==> config.mk <==
export PLATFORM = sky130hd
export DESIGN_NAME = elastic_delay_buf_flat
export DESIGN_NICKNAME = d
export VERILOG_FILES = /design/src/rtl/elastic_delay_pkg.sv /design/src/rtl/elastic_delay_buf_if.sv /design/src/rtl/elastic_delay_buf_valid_pipe.sv /design/src/rtl/elastic_delay_buf.sv /design/src/flat_wrapper.sv
export SDC_FILE = /design/constraint.sdc
export NUM_CORES = 1
export LEC_CHECK = 0
export ABC_AREA = 1
export BUFFER_PORTS_ARGS = -buffer_cell sky130_fd_sc_hd__buf_2
export CAP_MARGIN = 20
export CORE_MARGIN = 2
export CORE_UTILIZATION = 35
export DETAILED_ROUTE_END_ITERATION = 10
export GPL_ROUTABILITY_DRIVEN = 0
export PLACE_DENSITY = 0.61
export SLEW_MARGIN = 20
export SYNTH_ARGS = -nofsm -noshare
export SYNTH_HDL_FRONTEND = slang
export SYNTH_SLANG_ARGS = --single-unit
export TNS_END_PERCENT = 1
==> constraint.sdc <==
create_clock -name i_clk -period 2.77 [get_ports i_clk]
set_input_delay 0.4155 -clock i_clk [delete_from_list [all_inputs] [get_ports i_clk]]
set_output_delay 0.4155 -clock i_clk [all_outputs]
set_load 0.03 [all_outputs]
==> src/rtl/elastic_delay_pkg.sv <==
`default_nettype none
// ============================================================================
// Module   : elastic_delay_pkg
// Purpose  : Shared types and helpers for the elastic delay buffer.
//            - state_t : control state of the buffer (idle / busy / flush)
//            - edb_cw  : width of the occupancy counter for a given DEPTH/LAT
// Revision : 1.0 - initial release
// ============================================================================
package elastic_delay_pkg;

    typedef enum logic [1:0] {
        S_IDLE  = 2'd0,
        S_BUSY  = 2'd1,
        S_FLUSH = 2'd2
    } state_t;

    // Occupancy counter width: large enough for DEPTH stored words plus
    // LAT words in flight, with headroom.
    function automatic int edb_cw(input int depth, input int lat);
        return $clog2(depth + lat + 1);
    endfunction

endpackage
`default_nettype wire

==> src/rtl/elastic_delay_buf_if.sv <==
`default_nettype none
// ============================================================================
// Module   : elastic_delay_buf_if
// Purpose  : Push/read handshake bundle of the elastic delay buffer.
//            i_en / i_d       : push strobe and data (no backpressure)
//            i_rd_ready       : consumer ready
//            o_valid / o_q    : head word available / head word
//            Modport slave  : buffer side.
//            Modport master : producer/consumer side.
// Revision : 1.0 - initial release
// ============================================================================
interface elastic_delay_buf_if #(
    parameter int BITS = 8
);
    logic            i_en;
    logic [BITS-1:0] i_d;
    logic            i_rd_ready;
    logic            o_valid;
    logic [BITS-1:0] o_q;

    modport slave (
        input  i_en,
        input  i_d,
        input  i_rd_ready,
        output o_valid,
        output o_q
    );

    modport master (
        output i_en,
        output i_d,
        output i_rd_ready,
        input  o_valid,
        input  o_q
    );
endinterface
`default_nettype wire

==> src/rtl/elastic_delay_buf_valid_pipe.sv <==
`default_nettype none
// ============================================================================
// Module   : valid_pipe
// Purpose  : LAT-stage valid+data shift register. Advances every cycle (no
//            enable); i_clr synchronously drops every in-flight valid.
// Ports    : i_clk        clock
//            i_clr        synchronous clear of all stage valids
//            i_v / i_d    stage-0 input valid/data
//            o_v / o_d    last-stage valid/data
// Revision : 1.0 - initial release
// ============================================================================
module valid_pipe #(
    parameter int LAT  = 2,
    parameter int BITS = 8
) (
    input  wire logic            i_clk,
    input  wire logic            i_clr,
    input  wire logic            i_v,
    input  wire logic [BITS-1:0] i_d,
    output logic                 o_v,
    output logic [BITS-1:0]      o_d
);

    logic            r_v [LAT];
    logic [BITS-1:0] r_d [LAT];

    always_ff @(posedge i_clk) begin
        if (i_clr) begin
            for (int i = 0; i < LAT; i++) begin
                r_v[i] <= 1'b0;
            end
        end else begin
            r_v[0] <= i_v;
            for (int i = 1; i < LAT; i++) begin
                r_v[i] <= r_v[i-1];
            end
        end
    end

    // Data is qualified by the valid bits, so it needs no clear.
    always_ff @(posedge i_clk) begin
        r_d[0] <= i_d;
        for (int i = 1; i < LAT; i++) begin
            r_d[i] <= r_d[i-1];
        end
    end

    assign o_v = r_v[LAT-1];
    assign o_d = r_d[LAT-1];

endmodule
`default_nettype wire

==> src/rtl/elastic_delay_buf.sv <==
`default_nettype none
// ============================================================================
// Module   : elastic_delay_buf
// Purpose  : Words pushed on i_en are delayed LAT cycles through valid_pipe,
//            then stored in a DEPTH-entry FIFO and presented on a valid/ready
//            read port. No push backpressure: pushes that find the buffer full
//            (and no pop in the same cycle) are dropped and flagged sticky in
//            o_overflow.
// Ports    : i_clk, i_rst_n (sync, active low), i_flush (discard everything)
//            bus (slave)  : i_en, i_d, i_rd_ready, o_valid, o_q
//            o_count      : words accepted but not yet popped
//            o_full/o_empty, o_overflow (sticky)
//            o_peak       : high-water mark of o_count, only when
//                           ELASTIC_DELAY_BUF_PEAK_EN is defined
// Revision : 1.0 - initial release
// ============================================================================
module elastic_delay_buf
    import elastic_delay_pkg::*;
#(
    parameter int  DEPTH = 8,
    parameter int  BITS  = 8,
    parameter int  LAT   = 2,
    localparam int CW    = edb_cw(DEPTH, LAT)
) (
    input  wire logic           i_clk,
    input  wire logic           i_rst_n,
    input  wire logic           i_flush,
    elastic_delay_buf_if.slave  bus,
    output logic [CW-1:0]       o_count,
    output logic                o_full,
    output logic                o_empty,
    output logic                o_overflow
`ifdef ELASTIC_DELAY_BUF_PEAK_EN
    ,
    output logic [CW-1:0]       o_peak
`endif
);

    localparam int AW = (DEPTH > 1) ? $clog2(DEPTH) : 1;

    state_t          r_state;
    state_t          w_state_nxt;
    logic [CW-1:0]   r_count;
    logic [CW-1:0]   w_count_nxt;
    logic            r_overflow;
    // Pointers carry one extra wrap bit so full and empty FIFOs differ.
    logic [AW:0]     r_wr_ptr;
    logic [AW:0]     r_rd_ptr;
    logic [BITS-1:0] r_mem [DEPTH];

    logic            w_in_flush;
    logic            w_clear;
    logic            w_fifo_nempty;
    logic            w_valid;
    logic            w_pop;
    logic            w_push_acc;
    logic            w_drop;
    logic            w_pipe_v;
    logic [BITS-1:0] w_pipe_d;

    // ------------------------------------------------------------------------
    // Handshake decode
    // ------------------------------------------------------------------------
    always_comb begin
        w_in_flush    = (r_state == S_FLUSH);
        w_clear       = i_flush || w_in_flush;
        w_fifo_nempty = (r_wr_ptr != r_rd_ptr);
        w_valid       = w_fifo_nempty && !w_in_flush;
        w_pop         = w_valid && bus.i_rd_ready;
        // A pop in the same cycle frees a slot, so a full buffer still accepts.
        w_push_acc    = bus.i_en && !w_in_flush && (!o_full || w_pop);
        w_drop        = bus.i_en && !w_in_flush && o_full && !w_pop;
        if (w_clear) begin
            w_count_nxt = '0;
        end else begin
            w_count_nxt = r_count + CW'(w_push_acc) - CW'(w_pop);
        end
    end

    assign bus.o_valid = w_valid;
    assign bus.o_q     = w_valid ? r_mem[r_rd_ptr[AW-1:0]] : '0;
    assign o_count     = r_count;
    assign o_full      = (r_count == CW'(DEPTH));
    assign o_empty     = (r_count == '0);
    assign o_overflow  = r_overflow;

    // ------------------------------------------------------------------------
    // Latency pipeline. Only accepted pushes enter; because o_count already
    // includes in-flight words, every word leaving the pipe has a FIFO slot.
    // ------------------------------------------------------------------------
    valid_pipe #(
        .LAT  (LAT),
        .BITS (BITS)
    ) u_valid_pipe (
        .i_clk (i_clk),
        .i_clr (!i_rst_n || w_clear),
        .i_v   (w_push_acc && !i_flush),
        .i_d   (bus.i_d),
        .o_v   (w_pipe_v),
        .o_d   (w_pipe_d)
    );

    // ------------------------------------------------------------------------
    // FIFO pointers, occupancy and overflow flag
    // ------------------------------------------------------------------------
    always_ff @(posedge i_clk) begin
        if (!i_rst_n || w_clear) begin
            r_wr_ptr   <= '0;
            r_rd_ptr   <= '0;
            r_count    <= '0;
            r_overflow <= 1'b0;
        end else begin
            if (w_pipe_v) begin
                r_wr_ptr <= r_wr_ptr + (AW+1)'(1);
            end
            if (w_pop) begin
                r_rd_ptr <= r_rd_ptr + (AW+1)'(1);
            end
            r_count <= w_count_nxt;
            if (w_drop) begin
                r_overflow <= 1'b1;
            end
        end
    end

    // Storage has no reset; entries are only read once their pointer is valid.
    always_ff @(posedge i_clk) begin
        if (i_rst_n && !w_clear && w_pipe_v) begin
            r_mem[r_wr_ptr[AW-1:0]] <= w_pipe_d;
        end
    end

    // ------------------------------------------------------------------------
    // Control state machine
    // ------------------------------------------------------------------------
    always_ff @(posedge i_clk) begin
        if (!i_rst_n) begin
            r_state <= S_IDLE;
        end else begin
            r_state <= w_state_nxt;
        end
    end

    always_comb begin
        w_state_nxt = r_state;
        if (i_flush) begin
            w_state_nxt = S_FLUSH;
        end else begin
            case (r_state)
                S_IDLE:  if (w_push_acc) w_state_nxt = S_BUSY;
                S_BUSY:  if (w_count_nxt == '0) w_state_nxt = S_IDLE;
                S_FLUSH: w_state_nxt = S_IDLE;
                default: w_state_nxt = S_IDLE;
            endcase
        end
    end

`ifdef ELASTIC_DELAY_BUF_PEAK_EN
    logic [CW-1:0] r_peak;

    always_ff @(posedge i_clk) begin
        if (!i_rst_n || i_flush) begin
            r_peak <= '0;
        end else if (w_count_nxt > r_peak) begin
            r_peak <= w_count_nxt;
        end
    end

    assign o_peak = r_peak;
`endif

endmodule
`default_nettype wire

==> src/flat_wrapper.sv <==
// flat-port wrapper written by rule: the top's interface ports become plain ports
module elastic_delay_buf_flat import elastic_delay_pkg::*;
#(
    parameter int  DEPTH = 8,
    parameter int  BITS  = 8,
    parameter int  LAT   = 2,
    localparam int CW    = edb_cw(DEPTH, LAT)
)
  (i_clk, i_rst_n, i_flush, o_count, o_full, o_empty, o_overflow, bus_i_en, bus_i_d, bus_i_rd_ready, bus_o_valid, bus_o_q);
  elastic_delay_buf_if #(.BITS(BITS)) bus_i ();
  input  wire logic i_clk;
  input  wire logic i_rst_n;
  input  wire logic i_flush;
  output logic [CW-1:0] o_count;
  output logic o_full;
  output logic o_empty;
  output logic o_overflow;
  input wire logic [$bits(bus_i.i_en)-1:0] bus_i_en;
  input wire logic [$bits(bus_i.i_d)-1:0] bus_i_d;
  input wire logic [$bits(bus_i.i_rd_ready)-1:0] bus_i_rd_ready;
  output wire logic [$bits(bus_i.o_valid)-1:0] bus_o_valid;
  output wire logic [$bits(bus_i.o_q)-1:0] bus_o_q;
  assign bus_i.i_en = bus_i_en;
  assign bus_i.i_d = bus_i_d;
  assign bus_i.i_rd_ready = bus_i_rd_ready;
  assign bus_o_valid = bus_i.o_valid;
  assign bus_o_q = bus_i.o_q;
  elastic_delay_buf #(.DEPTH(DEPTH), .BITS(BITS), .LAT(LAT)) u_core (.i_clk(i_clk), .i_rst_n(i_rst_n), .i_flush(i_flush), .bus(bus_i), .o_count(o_count), .o_full(o_full), .o_empty(o_empty), .o_overflow(o_overflow));
endmodule
==> results.py, run 1 <==
metrics = {
    "run_status": {
        "status": "completed",
    },
    "timing": {
        "clock.fmax_mhz": 411,
        "hold_viol_final": 0,
        "tightest_slew_ps": 497,
        "final_max_slew_viol_count": 0,
        "clock_skew_ps": 10.4,
        "slew_headroom": 0.668,
        "setup_violations": 0,
        "period_needed_ps": 2430,
        "finalWorstSetupSlack_ps": 336,
        "rsz0062_at_grt": "no",
        "period_share": 0.879,
        "hold_slack_ps": 138,
        "fin_tns_setup_ps": 0,
    },
    "cts": {
        "htreeDepth": 3,
        "clk_pin_slew_ps": 90,
        "cts-buffers-inserted": 9,
        "cts_resized": 0,
        "ctsHoldBuffers": 0,
        "cts_setup_buffers": 0,
        "numClockSinks": 100,
        "ctsLongestPathBuffers": 2,
        "cts_root_buffer": "clkbuf_8",
        "insertion_delay_ps": 370,
        "tritoncts": "done",
    },
    "grt": {
        "antenna_found_initial": 0,
        "grtUsageTotal": 0.140,
        "grt_overflow": 0,
        "grt_pass1_vias": 2427,
        "grt_pass1_wl_um": 12100,
        "grt_max_degree": 19,
    },
    "synth": {
        "yosysSeqAreaShare": 0.690,
        "syn_nets": 362,
        "synth_area_leaders": "edfxtp_1 50%, dfxtp_1 19%, nor2_1 6.0%",
        "ys_types": 22,
        "avgSynthCellArea_um2": 11.2,
        "synth-seq-cells": 100,
        "yosysTopAreaCell": "edfxtp_1",
        "ys_warn_count": 0,
        "netlist_instances": 341,
        "synth_top_area_frac": 0.502,
        "netlist_area_um2": 3830,
    },
    "power_and_ir_drop": {
        "irDropWorstVdd_mv": 0.229,
        "power.switching_mw": 0.570,
        "pwr-share-seq": 0.617,
        "p_per_area_nw_per_um2": 590,
        "p_int_mw": 2.04,
        "power_leakage_nw": 1.66,
        "p_sw_frac": 0.218,
        "comb_power_share": 0.017,
        "clockPowerShare": 0.366,
    },
    "route": {
        "wl_per_cell_um": 14.2,
        "remaining_drc_errors": 0,
        "viasPerCell": 4.74,
        "vias": 2519,
        "dr.first_iter.drc_count": 125,
        "ant_nets": 0,
        "drt-pass1-iter-count": 4,
        "routed_wl_um": 7560,
    },
    "worst_setup_path": {
        "rr_worst_depth": 16,
        "arrival_ps": 2700,
        "crit_fanout": 9,
        "r2r_slack_ps": 340,
        "critPathKind": "reg -> reg",
        "required_ps": 3030,
        "cp_slowest_stage_delay_ps": 410,
        "cp.depth": 16,
        "crit_chain": "inv_2 -> nand2_1 -> nand2_1 -> nor2_1 -> nand2_2 -> nand3_4 -> or2_1 -> nand2_1 -> ha_1 -> fa_1 -> xnor2_1 -> nand3_1 -> nand2_1 -> nand3_1 -> nand2_1 -> a21oi_1",
        "slowest_stage": "dfxtp_1",
        "critPathCaptureType": "flip-flop",
        "crit_family": "simple AND/OR/NAND/NOR gates",
        "critPathLaunchType": "flip-flop",
        "cp.buffers_inverters": 1,
        "path_common_cell": "nand2_1",
    },
    "flow_run": {
        "cap_violations": 0,
    },
    "floorplanning": {
        "core_um2": 10700,
        "die-area_um2": 11800,
        "die_w_um": 109,
        "start_util": 0.357,
        "rows": 38,
        "die_y_um": 109,
        "ios": 29,
    },
    "worst_hold_path": {
        "whs_path_depth": 1,
        "min_path_type": "in -> reg",
    },
    "finish": {
        "seq_area_um2": 2640,
        "most-common-layout-cells": "64 x edfxtp_1, 61 x nor2_1, 46 x nand2_1",
        "antenna_cells": 0,
        "fill_cells": 1034,
        "area_delta_synth_final_pct": 15.6,
        "final_common_cell": "edfxtp_1",
        "finalNetCount": 407,
        "drive_above_1_share": 0.174,
        "multiInputGateArea_um2": 1030,
    },
    "placement": {
        "dp_hpwl_um": 4970,
        "portBuffers": 28,
        "pre_cts_ws_ps": 344,
    },
}
state kept, by name, indices dropped and copies added (netlist names), named ones only:
register / flops
u_core.r_mem: 64
u_core.u_valid_pipe.r_d: 16
u_core.o_count: 4
u_core.r_rd_ptr: 4
u_core.r_wr_ptr: 4
u_core.r_state: 2
u_core.u_valid_pipe.r_v: 2
u_core.o_overflow: 1
power groups by stage:
stage          logic [mW]  registers (mW)  clock network (mW)
6_report           0.0441            1.61               0.956
2_1_floorplan      0.0249            1.64                   0
3_5_place_dp       0.0447            1.65                   0
4_1_cts            0.0449            1.61               0.980
3_3_place_gp       0.0443            1.65                   0
5_1_grt            0.0506            1.61                1.04
final timing paths:
| check | from | endpoint |
|---|---|---|
| max | u_core.r_wr_ptr[1]$_SDFFE_PP0P_ | u_core.r_state[0]$_SDFFE_PP0P_ |
| min | bus_i_d[1] | u_core.u_valid_pipe.r_d[0][1]$_DFF_P_ |
| max reg2reg | u_core.r_wr_ptr[1]$_SDFFE_PP0P_ | u_core.r_state[0]$_SDFFE_PP0P_ |
| min reg2reg | u_core.u_valid_pipe.r_d[0][0]$_DFF_P_ | u_core.u_valid_pipe.r_d[0][8]$_DFF_P_ |
Yosys cell counts:
cell      number
fa_1           1
nand3_4        1
nand3_1        7
nand2_1       46
clkbuf_2       2
a21oi_1       13
dfxtp_1       36
edfxtp_1      64
nor2_1        61
or2_1          1
o221ai_1      16
inv_1         28
inv_2          4
buf_2          5
xor2_1         2
nor3_1         5
o21ai_0       34
nor3b_1        2
xnor2_1        1
nand2_2        2
ha_1           7
clkbuf_1       3
per-stage QoR:
step / cells / area [µm²] / power (mW) / util
after global routing: 531 / 4430 / 2.71 / 0.412
final: 531 / 4430 / 2.61 / 0.412
after CTS: 531 / 4430 / 2.64 / 0.412
after detailed placement: 515 / 4230 / 1.69 / 0.393
after floorplan: 341 / 3840 / 1.67 / -
after global placement: 515 / 4230 / 1.69 / 0.393
routing by layer:
layer	vias up	share of wire	track usage
met5	-	0	0
met4	0	0.032	0.0769
met3	14	0.040	0.0299
met2	50	0.48	0.222
met1	1190	0.45	0.178
li1	1265	-	-
area by class of cell:
cell class                 instances  area share
inverter                          32      0.0271
multi-input combinational        199       0.232
clock buffer                       9      0.0280
tap                              140      0.0395
sequential                       100       0.596
clock inverter                     7      0.0184
timing repair buffer              44      0.0587
cells by family after synthesis:
kind of cell               after synthesis  synth area share
AOI/OAI and AO/OA                       63            0.0980
adders and majority gates                8            0.0281
and+or+nand+nor                        125             0.134
DFF                                    100             0.690
xor gates and xnor gates                 3           0.00686
buffers and inverters                   42            0.0434
worst reg2reg max path: cells and delay by family, from the launching register on:
family	cells	cell delay, ps
and+or+nand+nor	11	990
adders and majority gates	2	610
DFF	1	410
xor gates and xnor gates	1	210
buffers and inverters	1	70
AOI/OAI and AO/OA	1	40
No activity file was read; power rests on OpenSTA's default activity.
==> run 2, diff against run 1 <==
Settings changed: PLACE_DENSITY 0.61 to 0.63.
Clock period 2.77 ns to 2.1 ns, I/O delays scaled along.
==> run 2 against run 1 <==
  * Hold slack got worse by 110 ps
  * Sequential cell count did not move
  * Sequential share of layout area fell by 3.0 points
  * The flow now finishes with violations (setup timing)
  * Sequential power rose by 32%
  * Maximum frequency rose by 15%
  * Highest routed layer unchanged
  * Critical path depth did not move
  * Critical endpoint unchanged
==> results.py, run 2 (same netlist as run 1, synthesis figures left out) <==
metrics = {
    "finish": {
        "final_util": 0.437,
        "antenna_cells": 0,
        "most-common-layout-cells": "64 x edfxtp_1, 57 x nor2_1, 40 x nand2_1",
        "largest_register_ffs": 64,
        "drive_above_1_share": 0.284,
        "final_common_cell": "edfxtp_1",
        "area_delta_synth_final_pct": 22.5,
        "finalNetCount": 428,
        "final_cells": 552,
        "post-route-cell-area_um2": 4690,
    },
    "grt": {
        "grt_overflow": 0,
        "grtUsageTotal": 0.140,
        "grt_pass1_vias": 2440,
        "antenna_found_initial": 0,
        "grt_max_degree": 19,
        "grt_pass1_wl_um": 12000,
    },
    "timing": {
        "finalWorstSetupSlack_ps": -14.9,
        "slew_headroom": 0.723,
        "clock.fmax_mhz": 473,
        "hold_viol_final": 0,
        "period_share": 1.01,
        "clock_skew_ps": 14.0,
        "tightest_slew_ps": 415,
        "period_needed_ps": 2110,
        "final_max_slew_viol_count": 0,
        "setup_violations": 1,
        "rsz0062_at_grt": "yes",
    },
    "worst_setup_path": {
        "required_ps": 2390,
        "critPathLaunchType": "flip-flop",
        "path_common_cell": "nand2_2",
        "critPathKind": "reg -> reg",
        "rr_worst_depth": 16,
        "arrival_ps": 2400,
        "critPathCaptureType": "flip-flop",
        "cp_slowest_stage_delay_ps": 430,
        "crit_chain": "inv_1 -> nand2_2 -> nand2_2 -> nor2_2 -> nand2_2 -> nand3_4 -> or2_4 -> nand2_4 -> ha_4 -> fa_2 -> inv_2 -> nand3_2 -> nand2_1 -> nand3_1 -> nand2_1 -> a21oi_2",
        "r2r_slack_ps": -10,
        "crit_fanout": 4,
        "slowest_stage": "fa_2",
    },
    "floorplanning": {
        "start_util": 0.357,
        "rows": 38,
        "die_y_um": 109,
        "die_w_um": 109,
        "core_um2": 10700,
        "die-area_um2": 11800,
        "ios": 29,
    },
    "power_and_ir_drop": {
        "irDropWorstVdd_mv": 0.298,
        "power_leakage_nw": 1.78,
        "finalPower_mw": 3.49,
        "p_per_area_nw_per_um2": 743,
    },
    "cts": {
        "cts_root_buffer": "clkbuf_8",
        "cts-buffers-inserted": 9,
        "ctsLongestPathBuffers": 2,
        "tritoncts": "done",
        "htreeDepth": 3,
        "ctsHoldBuffers": 0,
        "insertion_delay_ps": 380,
        "clk_pin_slew_ps": 100,
        "numClockSinks": 100,
    },
    "worst_hold_path": {
        "min_path_type": "in -> reg",
        "whs_path_depth": 1,
    },
    "route": {
        "ant_nets": 0,
        "dr.first_iter.drc_count": 173,
        "vias": 2552,
        "routed_wl_um": 7720,
        "viasPerCell": 4.62,
        "wl_per_cell_um": 14.0,
        "drt-pass1-iter-count": 5,
        "remaining_drc_errors": 0,
    },
    "run_status": {
        "violations": "setup timing",
        "status": "complete, but fails checks",
    },
    "placement": {
        "dp_cells": 534,
        "portBuffers": 28,
        "placed_area_um2": 4400,
        "dp_hpwl_um": 4920,
    },
    "flow_run": {
        "cap_violations": 0,
    },
}
==> run 2: cell count changes in the layout (fill, tap and decap cells not counted), moves of 2 or more <==
cell     previous run  this run
dfxtp_2             0         8
nand2_2             2         7
inv_1              28        25
nor2_2              0         4
nand2_1            46        40
nor2_1             61        57
dfxtp_4             0         2
inv_2               4         7
dfxtp_1            36        26
buf_4              16        36
==> run 2: layer usage <==
metal,global-route usage,vias to the layer above,share of wire
met4,0.0815,0,0.028
met3,0.0251,16,0.026
met2,0.229,39,0.47
met5,0,-,0
li1,-,1303,-
met1,0.174,1194,0.47
==> run 2: worst paths after layout <==
check / from / end
max: u_core.r_rd_ptr[2]$_SDFFE_PP0P_ / u_core.r_state[0]$_SDFFE_PP0P_
min: bus_i_d[3] / u_core.u_valid_pipe.r_d[0][3]$_DFF_P_
max reg2reg: u_core.r_rd_ptr[2]$_SDFFE_PP0P_ / u_core.r_state[0]$_SDFFE_PP0P_
min reg2reg: u_core.u_valid_pipe.r_d[0][5]$_DFF_P_ / u_core.u_valid_pipe.r_d[0][13]$_DFF_P_
==> run 2: layout make-up <==
type,instances,area [µm²]
Sequential cell,100,2660
Inverter,32,120
Clock buffer,11,141
Timing Repair Buffer,65,430
Tap cell,140,175
Clock inverter,5,67.6
Fill cell,1032,6050
Multi-Input combinational cell,199,1100
==> run 2: worst max-delay path: cells and delay by family (launching register included) <==
family                     cells  cell delay [ps]
AOI/OAI and AO/OA              1               30
adders and majority gates      2              570
buffers and inverters          2              150
DFF                            1              350
and+or+nand+nor               11              930
==> run 2: repair_timing <==
item,4_1_cts,5_1_grt
buffers inserted,0,2
resized for setup,9,17
pin swaps,0,10
setup endpoints to repair,5,11
==> run 2: power breakdown <==
| part | internal (mW) | switching [mW] |
|---|---|---|
| combinational | 0.0325 | 0.0430 |
| clock | 0.603 | 0.686 |
| sequential | 2.10 | 0.0209 |
| total | 2.74 | 0.750 |
==> run 2: through the flow <==
stage	hold WS (ps)	worst slack [ps]	setup TNS, ps
after floorplan	310	-190	-190
after global placement	311	-7.85	-7.85
after detailed placement	315	-49.7	-49.7
after CTS	14.3	-33.8	-33.8
after global routing	19.0	-153	-673
final	31.6	-14.9	-14.9
